$ cat src/rtl/hazard_sequencer_pkg.sv
`default_nettype none
// ============================================================================
// Module      : hazard_pkg
// Description : Shared encodings for the pipeline hazard sequencer. It holds
//               the EX-stage result-source codes, the operand forwarding
//               selects, the multiplier handshake state type and the operand
//               forwarding select function.
// Ports       : none (package)
// Revision    : 1.0 - initial release
// ============================================================================
package hazard_pkg;

    // Result source of the instruction currently in EX
    localparam logic [2:0] RES_ALU  = 3'b000;
    localparam logic [2:0] RES_LOAD = 3'b001;
    localparam logic [2:0] RES_PC4  = 3'b010;
    localparam logic [2:0] RES_IMM  = 3'b011;
    localparam logic [2:0] RES_MUL  = 3'b100;

    // EX operand select: register file, WB result, MEM ALU result
    localparam logic [1:0] FWD_RF  = 2'b00;
    localparam logic [1:0] FWD_WB  = 2'b01;
    localparam logic [1:0] FWD_MEM = 2'b10;

    // The watchdog counter width covers the full MUL_TIMEOUT range (2..255)
    localparam int WDOG_W = 8;

    typedef enum logic [0:0] {
        IDLE = 1'b0,
        WAIT = 1'b1
    } mul_state_t;

    // Forwarding select for one EX source operand. The younger MEM result
    // takes priority over WB. x0 is never forwarded because it is hardwired
    // to zero.
    function automatic logic [1:0] fwd_sel(
        input logic [4:0] rs,
        input logic [4:0] rd_m,
        input logic       we_m,
        input logic [4:0] rd_w,
        input logic       we_w
    );
        logic [1:0] sel;
        sel = FWD_RF;
        if (we_m && (rd_m != 5'd0) && (rd_m == rs)) begin
            sel = FWD_MEM;
        end else if (we_w && (rd_w != 5'd0) && (rd_w == rs)) begin
            sel = FWD_WB;
        end
        return sel;
    endfunction

endpackage
`default_nettype wire

$ cat src/rtl/hazard_sequencer_mul_handshake_fsm.sv
`default_nettype none
// ============================================================================
// Module      : mul_handshake_fsm
// Description : Start/done handshake with the multi-cycle multiplier. It
//               issues a one-cycle Mealy start pulse from IDLE and then waits
//               for mul_done. A watchdog forces release after MUL_TIMEOUT wait
//               cycles and latches a sticky error flag.
// Ports       : clk, reset (async, active-low)
//               MulE        - EX instruction is a multiply
//               mul_done    - multiplier result valid pulse
//               mul_start   - start pulse to the multiplier
//               mul_busy    - FSM not idle (or leaving idle this cycle)
//               mul_error   - sticky watchdog timeout flag
//               mul_stall   - pipeline must hold; busy and not releasing
//               mul_release - this cycle the product is released into MEM
// Revision    : 1.0 - initial release
// ============================================================================
module mul_handshake_fsm
    import hazard_pkg::*;
#(
    parameter int MUL_TIMEOUT = 64
) (
    input  logic clk,
    input  logic reset,
    input  logic MulE,
    input  logic mul_done,
    output logic mul_start,
    output logic mul_busy,
    output logic mul_error,
    output logic mul_stall,
    output logic mul_release
);

    localparam logic [WDOG_W-1:0] c_WDOG_LAST = WDOG_W'(MUL_TIMEOUT - 1);

    mul_state_t        r_state;
    mul_state_t        w_state_nxt;
    logic [WDOG_W-1:0] r_wdog;
    logic              r_error;
    logic              w_timeout;

    always_ff @(posedge clk or negedge reset) begin
        if (!reset) begin
            r_state <= IDLE;
        end else begin
            r_state <= w_state_nxt;
        end
    end

    // The start pulse clears the watchdog, so the first WAIT cycle sees 0.
    always_ff @(posedge clk or negedge reset) begin
        if (!reset) begin
            r_wdog <= '0;
        end else if (mul_start) begin
            r_wdog <= '0;
        end else if (r_state == WAIT) begin
            r_wdog <= r_wdog + 8'd1;
        end
    end

    always_ff @(posedge clk or negedge reset) begin
        if (!reset) begin
            r_error <= 1'b0;
        end else if (w_timeout) begin
            r_error <= 1'b1;
        end
    end

    // The outputs are forced idle while reset is held. This keeps a held
    // MulE from producing a start pulse or a busy indication during reset.
    always_comb begin
        w_state_nxt = r_state;
        mul_start   = 1'b0;
        mul_busy    = 1'b0;
        mul_release = 1'b0;
        w_timeout   = 1'b0;
        if (reset) begin
            case (r_state)
                IDLE: begin
                    // mul_done arriving here (even with start) is ignored
                    if (MulE) begin
                        mul_start   = 1'b1;
                        mul_busy    = 1'b1;
                        w_state_nxt = WAIT;
                    end
                end
                WAIT: begin
                    mul_busy = 1'b1;
                    if (mul_done) begin
                        mul_release = 1'b1;
                        w_state_nxt = IDLE;
                    end else if (r_wdog == c_WDOG_LAST) begin
                        mul_release = 1'b1;
                        w_timeout   = 1'b1;
                        w_state_nxt = IDLE;
                    end
                end
                default: w_state_nxt = IDLE;
            endcase
        end
    end

    assign mul_stall = mul_busy & ~mul_release;
    assign mul_error = r_error;

endmodule
`default_nettype wire

$ cat src/rtl/hazard_sequencer.sv
`default_nettype none
// ============================================================================
// Module      : hazard_sequencer
// Description : Central pipeline controller for the 5-stage RV32 core. It
//               drives the pipeline register enables and flushes, the EX
//               operand forwarding selects and the multiplier handshake. It
//               also keeps the stall and flush performance counters.
// Ports       : clk, reset (async, active-low)
//               Rs1D/Rs2D, Rs1E/Rs2E/RdE, RdM, RdW - register specifiers
//               ResultSrcE, MulE, PCSrcE          - EX instruction info
//               RegWriteM, RegWriteW              - rf write flags
//               mul_done                          - multiplier result pulse
//               en_F/en_FD/en_DE/en_EM            - pipeline enables
//               flush_FD/flush_DE/flush_EM        - pipeline clears
//               ForwardAE/ForwardBE               - EX operand selects
//               mul_start/mul_busy/mul_error      - multiplier handshake
//               stall_cnt/flush_cnt               - performance counters
// Revision    : 1.0 - initial release
// ============================================================================
module hazard_sequencer
    import hazard_pkg::*;
#(
    parameter int MUL_TIMEOUT = 64,
    parameter int CNT_W       = 32
) (
    input  logic             clk,
    input  logic             reset,
    input  logic [4:0]       Rs1D,
    input  logic [4:0]       Rs2D,
    input  logic [4:0]       Rs1E,
    input  logic [4:0]       Rs2E,
    input  logic [4:0]       RdE,
    input  logic [2:0]       ResultSrcE,
    input  logic             MulE,
    input  logic             PCSrcE,
    input  logic [4:0]       RdM,
    input  logic             RegWriteM,
    input  logic [4:0]       RdW,
    input  logic             RegWriteW,
    input  logic             mul_done,
    output logic             en_F,
    output logic             en_FD,
    output logic             en_DE,
    output logic             en_EM,
    output logic             flush_FD,
    output logic             flush_DE,
    output logic             flush_EM,
    output logic [1:0]       ForwardAE,
    output logic [1:0]       ForwardBE,
    output logic             mul_start,
    output logic             mul_busy,
    output logic             mul_error,
    output logic [CNT_W-1:0] stall_cnt,
    output logic [CNT_W-1:0] flush_cnt
);

    localparam logic [CNT_W-1:0] c_CNT_ONE = {{(CNT_W-1){1'b0}}, 1'b1};

    logic             w_mul_stall;
    logic             w_mul_release;
    logic             w_load_use;
    logic [CNT_W-1:0] r_stall_cnt;
    logic [CNT_W-1:0] r_flush_cnt;

    mul_handshake_fsm #(
        .MUL_TIMEOUT (MUL_TIMEOUT)
    ) u_mul_fsm (
        .clk         (clk),
        .reset       (reset),
        .MulE        (MulE),
        .mul_done    (mul_done),
        .mul_start   (mul_start),
        .mul_busy    (mul_busy),
        .mul_error   (mul_error),
        .mul_stall   (w_mul_stall),
        .mul_release (w_mul_release)
    );

    assign ForwardAE = fwd_sel(Rs1E, RdM, RegWriteM, RdW, RegWriteW);
    assign ForwardBE = fwd_sel(Rs2E, RdM, RegWriteM, RdW, RegWriteW);

    assign w_load_use = (ResultSrcE == RES_LOAD) && (RdE != 5'd0) &&
                        ((RdE == Rs1D) || (RdE == Rs2D));

    // Priority is multiplier stall, then redirect, then load-use. In the
    // release cycle every stage advances with no clear, so EX/MEM captures
    // the product.
    always_comb begin
        en_F     = 1'b1;
        en_FD    = 1'b1;
        en_DE    = 1'b1;
        en_EM    = 1'b1;
        flush_FD = 1'b0;
        flush_DE = 1'b0;
        flush_EM = 1'b0;
        if (reset) begin
            if (w_mul_stall) begin
                // Hold IF..EX and push a bubble into MEM
                en_F     = 1'b0;
                en_FD    = 1'b0;
                en_DE    = 1'b0;
                flush_EM = 1'b1;
            end else if (w_mul_release) begin
                en_F = 1'b1;
            end else if (PCSrcE) begin
                flush_FD = 1'b1;
                flush_DE = 1'b1;
            end else if (w_load_use) begin
                en_F     = 1'b0;
                en_FD    = 1'b0;
                flush_DE = 1'b1;
            end
        end
    end

    always_ff @(posedge clk or negedge reset) begin
        if (!reset) begin
            r_stall_cnt <= '0;
            r_flush_cnt <= '0;
        end else begin
            if (!en_FD) begin
                r_stall_cnt <= r_stall_cnt + c_CNT_ONE;
            end
            if (flush_FD) begin
                r_flush_cnt <= r_flush_cnt + c_CNT_ONE;
            end
        end
    end

    assign stall_cnt = r_stall_cnt;
    assign flush_cnt = r_flush_cnt;

endmodule
`default_nettype wire
$ cat config.mk
export PLATFORM = sky130hd
export DESIGN_NAME = hazard_sequencer
export DESIGN_NICKNAME = d
export VERILOG_FILES = /design/src/rtl/hazard_sequencer_pkg.sv /design/src/rtl/hazard_sequencer_mul_handshake_fsm.sv /design/src/rtl/hazard_sequencer.sv
export SDC_FILE = /design/constraint.sdc
export NUM_CORES = 1
export LEC_CHECK = 0
export ABC_AREA = 1
export CAP_MARGIN = 20
export CORE_AREA = 2 2 108 110
export DETAILED_ROUTE_END_ITERATION = 12
export DIE_AREA = 0 0 110 112
export PLACE_DENSITY = 0.74
export SLEW_MARGIN = 0
export SYNTH_ARGS = -nofsm -noshare
export SYNTH_HDL_FRONTEND = slang
export SYNTH_HIERARCHICAL = 1
export SYNTH_SLANG_ARGS = --single-unit
$ cat constraint.sdc
create_clock -name clk -period 2 [get_ports clk]
set_input_delay 0.3 -clock clk [delete_from_list [all_inputs] [get_ports clk]]
set_output_delay 0.3 -clock clk [all_outputs]
set_load 0.01 [all_outputs]
==> results.py, run 1 <==
metrics = {
    "drt": {
        "vias": 5374,
        "drt_first_pass_iters": 7,
        "avgRoutedWirePerCell_um": 14.2,
        "routed_wl_um": 15000,
        "drt_first_iter_violations": 216,
        "via_per_inst": 5.08,
        "ant_nets": 0,
        "drc": 0,
    },
    "cells_and_area": {
        "final_cells": 1058,
        "area_delta_synth_final_pct": 47.4,
        "nFillCells": 938,
        "n_antenna_cell": 0,
        "drive_gt1_frac": 0.174,
        "nNetsFinal": 958,
        "finish.utilization": 0.664,
    },
    "timing": {
        "fin_crit_ns": 2.19,
        "fin_ws_ns": -0.190,
        "hold_ws_ns": -0.236,
        "max_freq_ghz": 0.457,
        "hold_viol_final": 2,
        "grt_setup_unrepaired": "yes",
        "drv_slew": 0,
        "slew_headroom": 0.452,
        "fin_crit_sh": 1.10,
        "worst_clock_skew_ns": 0.00709,
        "setup_viol_count_final": 24,
        "tightest_slew_ns": 0.823,
    },
    "floorplan": {
        "rows": 39,
        "initial_core_util": 0.451,
        "die_x_um": 110,
        "die-area_sq_mm": 0.0123,
        "core_area_sq_mm": 0.0112,
        "die_h_um": 112,
        "io_pins": 123,
    },
    "critical_path": {
        "crit_family": "simple AND/OR/NAND/NOR gates",
        "crit_start": "u_mul_fsm/r_wdog[0]",
        "crit_path_start_kind": "register",
        "crit_buf_inv": 3,
        "critPathArrivalTime_ns": 2.44,
        "worst-setup-path-type": "register to register",
        "path_cells": "ha_2, nand2_2, nor2_2, nand2_2, nand2_4, a21oi_4, inv_2, nand4_4, buf_6, nor2_4, nand2_4, nor2_4, buf_6, nand3_2, xnor2_1",
        "critPathMaxStageDelay_ns": 0.36,
        "worstPathMaxFanout": 4,
        "critPathCaptureType": "register",
        "slowest_stage": "dfrtp_1",
        "worstPathRequired_ns": 2.25,
        "crit-reg2reg-launch": "u_mul_fsm/r_wdog[0]",
    },
    "cts": {
        "cts_buffer_depth": 2,
        "clock_sinks": 74,
        "clockRootBuffer": "clkbuf_16",
        "path_clk_slew_ns": 0.06,
        "cts_made_buffers": 9,
        "cts_tree": "yes",
        "ctsHoldBuffers": 1,
        "clock_latency_ns": 0.33,
        "ctsHtreeMaxLevel": 3,
    },
    "status": {
        "status": "finished, violations left",
        "violations": "hold timing, setup timing",
    },
    "synthesis": {
        "synth_top_area_share": 0.368,
        "synth.yosys.seq_area_share": 0.368,
        "yosysTopAreaCell": "dfrtp_1",
        "synth.net_count": 771,
        "synthDistinctLibCells": 32,
        "ys_ff_latch": 74,
        "synth_cells": 723,
        "synth.avg_cell_area_sq_um": 6.97,
        "synthTopCellsByArea": "dfrtp_1 37%, nand2_1 19%, xor2_1 7.0%, nor2_1 5.7%, nand3_1 5.7%",
        "synthesis.area_sq_mm": 0.00504,
        "ys_warn_count": 6,
    },
    "power": {
        "switching_share": 0.303,
        "leakagePower_nw": 3.52,
        "comb_power_share": 0.297,
        "netSwitchingPower_mw": 1.62,
        "p_int_mw": 3.71,
        "total_power_mw": 5.32,
        "ir_drop_uv": 748,
        "p_per_area_mw_per_mm2": 717,
        "seqPwrFrac": 0.356,
        "p_clk_frac": 0.347,
    },
    "place": {
        "dp_slack_ns": -0.441,
        "placed_cells": 1016,
        "io_buffer_count": 121,
        "dpl.hpwl_um": 10900,
        "place_congestion": 1.04,
    },
    "min_path": {
        "min_path_type": "input pin to async pin",
    },
    "global_route": {
        "grt.total_usage": 0.250,
        "grt_pass1_vias": 5352,
        "grt_max_degree": 75,
        "grt_overflow": 0,
        "antenna_found_initial": 0,
        "grt_first_pass_wirelength_um": 24700,
    },
    "flow_run": {
        "cap_violations": 0,
    },
}
## power by group through the flow
stage	clock network, mW	logic (mW)	registers (mW)
finish	1.85	1.58	1.90
global route	1.95	1.72	1.93
CTS	1.85	1.49	1.89
detailed placement	0	1.38	1.91
global placement	0	1.33	1.90
floorplan	0	0.589	1.96
## metal layers
metal  up-vias  routed length [um]  GRT usage  part of all wire
li1       2634                   -          -                 -
met1      2499                6380      0.320              0.42
met2       200                7350      0.422              0.49
met3        41                 786     0.0345             0.052
met4         0                 505     0.0996             0.034
met5         -                   0          0                 0
## area by class of cell
cell class,instances,area (sq um),share of cell area
multi-input combinational,558,3000,0.404
sequential,74,1850,0.250
tap,143,179,0.0241
clock inverter,6,105,0.0142
timing repair buffer,190,1760,0.237
inverter,77,297,0.0399
clock buffer,10,229,0.0308
## what timing repair did
action,CTS,global route
setup buffers,15,14
gates cloned,0,1
endpoints found under the setup margin,29,69
hold endpoints to repair,4,2
pin swaps,26,20
resized for setup,80,32
## cells in the mapped netlist
| library cell | n |
|---|---|
| nand2_1 | 255 |
| nor2_1 | 77 |
| dfrtp_1 | 74 |
| inv_1 | 67 |
| nand3_1 | 57 |
| xor2_1 | 40 |
| xnor2_1 | 28 |
| nor3_1 | 24 |
| nand4_1 | 11 |
| a21oi_1 | 10 |
| inv_2 | 10 |
| nor2_2 | 9 |
| nand3b_1 | 8 |
| buf_2 | 7 |
| nand2_2 | 7 |
| nor3_2 | 6 |
| buf_4 | 4 |
| nor2_4 | 4 |
| o21ai_0 | 4 |
| clkbuf_1 | 3 |
| ha_1 | 3 |
| o21ai_1 | 3 |
| nand3_2 | 2 |
| nor4_1 | 2 |
| a22o_1 | 1 |
| conb_1 | 1 |
| nand2_4 | 1 |
| nand4_4 | 1 |
| nor3_4 | 1 |
| nor3b_1 | 1 |
| o21a_1 | 1 |
| o21bai_1 | 1 |
## stage by stage
stage	setup TNS (ns)	cell area, sq um
2_1_floorplan	0	5040
3_3_place_gp	-4.15	6670
3_5_place_dp	-8.50	6670
4_1_cts	-1.92	7240
5_1_grt	-5.13	7420
6_report	-2.17	7420
## placed cells by master (no fill, tap or decap), types with 2 or more instances in the layout
cell type,instances
nand2_1,250
clkdlybuf4s50_1,101
nor2_1,74
dfrtp_1,73
inv_1,65
buf_4,59
nand3_1,54
xor2_1,39
xnor2_1,26
nor3_1,23
buf_6,13
nand4_1,11
inv_2,10
clkbuf_16,10
dlygate4sd2_1,9
nor2_4,8
nor2_2,8
nand3b_1,8
a21oi_1,7
nand2_4,6
nand2_2,6
nand3_2,5
nor3_2,5
o21ai_1,4
nor3_4,3
bufinv_16,3
clkinv_2,3
buf_2,3
nor4_2,2
xnor2_2,2
o21ai_0,2
ha_1,2
a21oi_4,2
## cells by family (layout without fill, tap and decap cells)
family,count (synthesis),count (layout),share of synthesized area
XOR/XNOR,68,68,0.118
AO/OA/AOI/OAI,20,20,0.0216
flip-flops,74,74,0.368
other,1,1,0.000744
AND/OR/NAND/NOR,466,466,0.412
adder cells (fa/ha/maj),3,3,0.00745
buffers and inverters,91,283,0.0725
## sequential cells by signal, summed over array words and instances (netlist names)
register	count
u_mul_fsm/r_state	1
u_mul_fsm/r_wdog	8
flush_cnt	32
stall_cnt	32
u_mul_fsm/mul_error	1
## path summary, 6_finish.rpt
check | endpoint | slack (ns) | cells past startpoint
min in group clk | u_mul_fsm/r_state | 0.43 | 4
max in group asynchronous | stall_cnt[23] | 1.03 | 3
max reg2reg | flush_cnt[20] | -0.19 | 15
max | flush_cnt[20] | -0.19 | 15
min | u_mul_fsm/mul_error | -0.24 | 1
min reg2reg | u_mul_fsm/mul_error | 0.50 | 1
Power figures use the tool's default switching activity.
==> inputs of run 2 (changes only) <==
Settings changed: CORE_AREA 2 2 108 110 to 2 2 104 106, DIE_AREA 0 0 110 112 to 0 0 106 108, DONT_BUFFER_PORTS set to 1, PLACE_DENSITY 0.74 to 0.63.
==> run 2 against run 1 <==
Compared with the run above:
- the run still ends with hold timing, setup timing left
- hold slack worse by 0.13 ns
- flip-flop and latch count stayed put
- clock power is 21% lower
- sequential power is 4% higher
- register-to-register slack better by 0.08 ns
- first-iteration DRC count is 14% lower
- sequential share of layout area is 6.5 points higher
==> results.py, run 2 (synthesis gave the netlist of run 1 again) <==
metrics = {
    "power": {
        "ir_drop_uv": 548,
        "p_per_area_mw_per_mm2": 741,
        "leakagePower_nw": 2.87,
    },
    "cts": {
        "ctsHtreeMaxLevel": 3,
        "clock_latency_ns": 0.35,
        "cts_made_buffers": 9,
        "cts_buffer_depth": 2,
        "clock_sinks": 74,
        "path_clk_slew_ns": 0.09,
        "cts_tree": "yes",
        "clockRootBuffer": "clkbuf_8",
    },
    "timing": {
        "fin_crit_sh": 1.08,
        "fin_ws_ns": -0.154,
        "hold_viol_final": 74,
        "slew_headroom": 0.659,
        "max_freq_ghz": 0.464,
        "fin_crit_ns": 2.15,
        "worst_clock_skew_ns": 0.0107,
        "tightest_slew_ns": 0.509,
        "grt_setup_unrepaired": "yes",
        "setup_tns_ns": -0.954,
        "setup_viol_count_final": 12,
        "drv_slew": 0,
        "hold_ws_ns": -0.368,
    },
    "status": {
        "status": "finished, violations left",
        "violations": "hold timing, setup timing",
    },
    "critical_path": {
        "worstPathMaxFanout": 5,
        "rr_worst_depth": 15,
        "worst-setup-path-type": "register to output pin",
        "critPathArrivalTime_ns": 1.85,
        "critPathCaptureType": "output pin",
        "crit_path_start_kind": "register",
        "worstPathRequired_ns": 1.70,
    },
    "floorplan": {
        "initial_core_util": 0.492,
        "die_x_um": 106,
        "rows": 37,
        "io_pins": 123,
        "die_h_um": 108,
        "die-area_sq_mm": 0.0114,
        "core_area_sq_mm": 0.0102,
    },
    "global_route": {
        "grt_overflow": 0,
        "antenna_found_initial": 0,
        "grt_max_degree": 113,
        "grt.total_usage": 0.236,
        "grt_pass1_vias": 4612,
        "grt_first_pass_wirelength_um": 21700,
    },
    "place": {
        "dpl.hpwl_um": 9450,
        "place_congestion": 0.887,
        "io_buffer_count": 0,
    },
    "cells_and_area": {
        "nFillCells": 970,
        "final_common_cell": "nand2_1",
        "n_antenna_cell": 0,
        "layout.cells.most_common_list": "246 x nand2_1, 76 x nor2_1, 74 x dfrtp_1",
        "area_delta_synth_final_pct": 16.8,
        "drive_gt1_frac": 0.143,
        "nNetsFinal": 803,
    },
    "drt": {
        "via_per_inst": 5.18,
        "vias": 4638,
        "drc": 0,
        "routed_wl_um": 13000,
        "drt_first_pass_iters": 5,
        "avgRoutedWirePerCell_um": 14.5,
        "drt_first_iter_violations": 186,
        "ant_nets": 0,
    },
    "flow_run": {
        "cap_violations": 0,
    },
    "min_path": {
        "min_path_type": "input pin to async pin",
    },
}
run 2: cell count changes in the layout (fill, tap and decap cells not counted), sizes merged, moves of 2 or more:
| cell | before | now |
|---|---|---|
| dlygate4sd2 | 9 | 0 |
| clkdlybuf4s50 | 101 | 0 |
| bufbuf | 0 | 2 |
| buf | 76 | 33 |
| clkbuf | 12 | 9 |
run 2: area by class of cell:
cell class                 count  area, sq um  area share
multi-input combinational    558         2940       0.499
sequential                    74         1850       0.315
timing repair buffer          35          377      0.0640
inverter                      77          299      0.0508
tap                          136          170      0.0289
clock inverter                 7          126      0.0215
clock buffer                   9          124      0.0211
run 2: worst paths after layout:
| check | from | endpoint | slack, ns |
|---|---|---|---|
| min | reset | stall_cnt[14] | -0.37 |
| max | u_mul_fsm/r_wdog[1] | en_F | -0.15 |
| max in group asynchronous | reset | flush_cnt[0] | 2.16 |
| min in group clk | reset | stall_cnt[29] | 0.10 |
| min reg2reg | u_mul_fsm/r_wdog[6] | u_mul_fsm/r_wdog[6] | 0.53 |
| max reg2reg | u_mul_fsm/r_wdog[1] | flush_cnt[18] | -0.11 |
run 2: where the power goes:
| group | total (mW) | internal, mW | leakage [nW] | switching, mW |
|---|---|---|---|---|
| Combinational | 0.934 | 0.438 | 1.77 | 0.496 |
| Clock | 1.46 | 0.842 | 0.122 | 0.618 |
| Sequential | 1.97 | 1.68 | 0.982 | 0.287 |
run 2: worst max-delay path, stage by stage (launching register included):
cell and delay [ns]:
dfrtp_1 0.39, ha_2 0.19, nand2_1 0.05, nor2_1 0.04, nand2_2 0.09, nand2_2 0.08, a21oi_2 0.17, inv_2 0.07
buf_4 0.14, nand2_4 0.06, nand2_4 0.06, buf_12 0.15
run 2: metal layers:
layer / vias to the layer above / GRT usage / part of all wire
met3: 36 / 0.0651 / 0.063
met4: 0 / 0.119 / 0.036
met2: 122 / 0.412 / 0.50
met5: - / 0 / 0
li1: 2324 / - / -
met1: 2156 / 0.265 / 0.40
run 2: timing repair:
action	4_1_cts	5_1_grt
buffers inserted	7	8
setup endpoints to repair	6	46
gates cloned	4	0
pin swaps	6	3
endpoints found under the hold margin	74	74
gates resized for setup	12	27
run 2: stage by stage:
| step | power [mW] | setup slack (ns) | utilization | cells | instance area, sq um |
|---|---|---|---|---|---|
| floorplan | 2.55 | 0.0177 | - | 723 | 5040 |
| finish | 4.36 | -0.154 | 0.575 | 896 | 5880 |
| detailed placement | 2.79 | -0.0194 | 0.515 | 862 | 5270 |
| CTS | 4.38 | -0.0781 | 0.562 | 889 | 5750 |
| global placement | 2.76 | 0.0654 | 0.515 | 862 | 5270 |
| global route | 4.61 | -0.256 | 0.575 | 896 | 5880 |
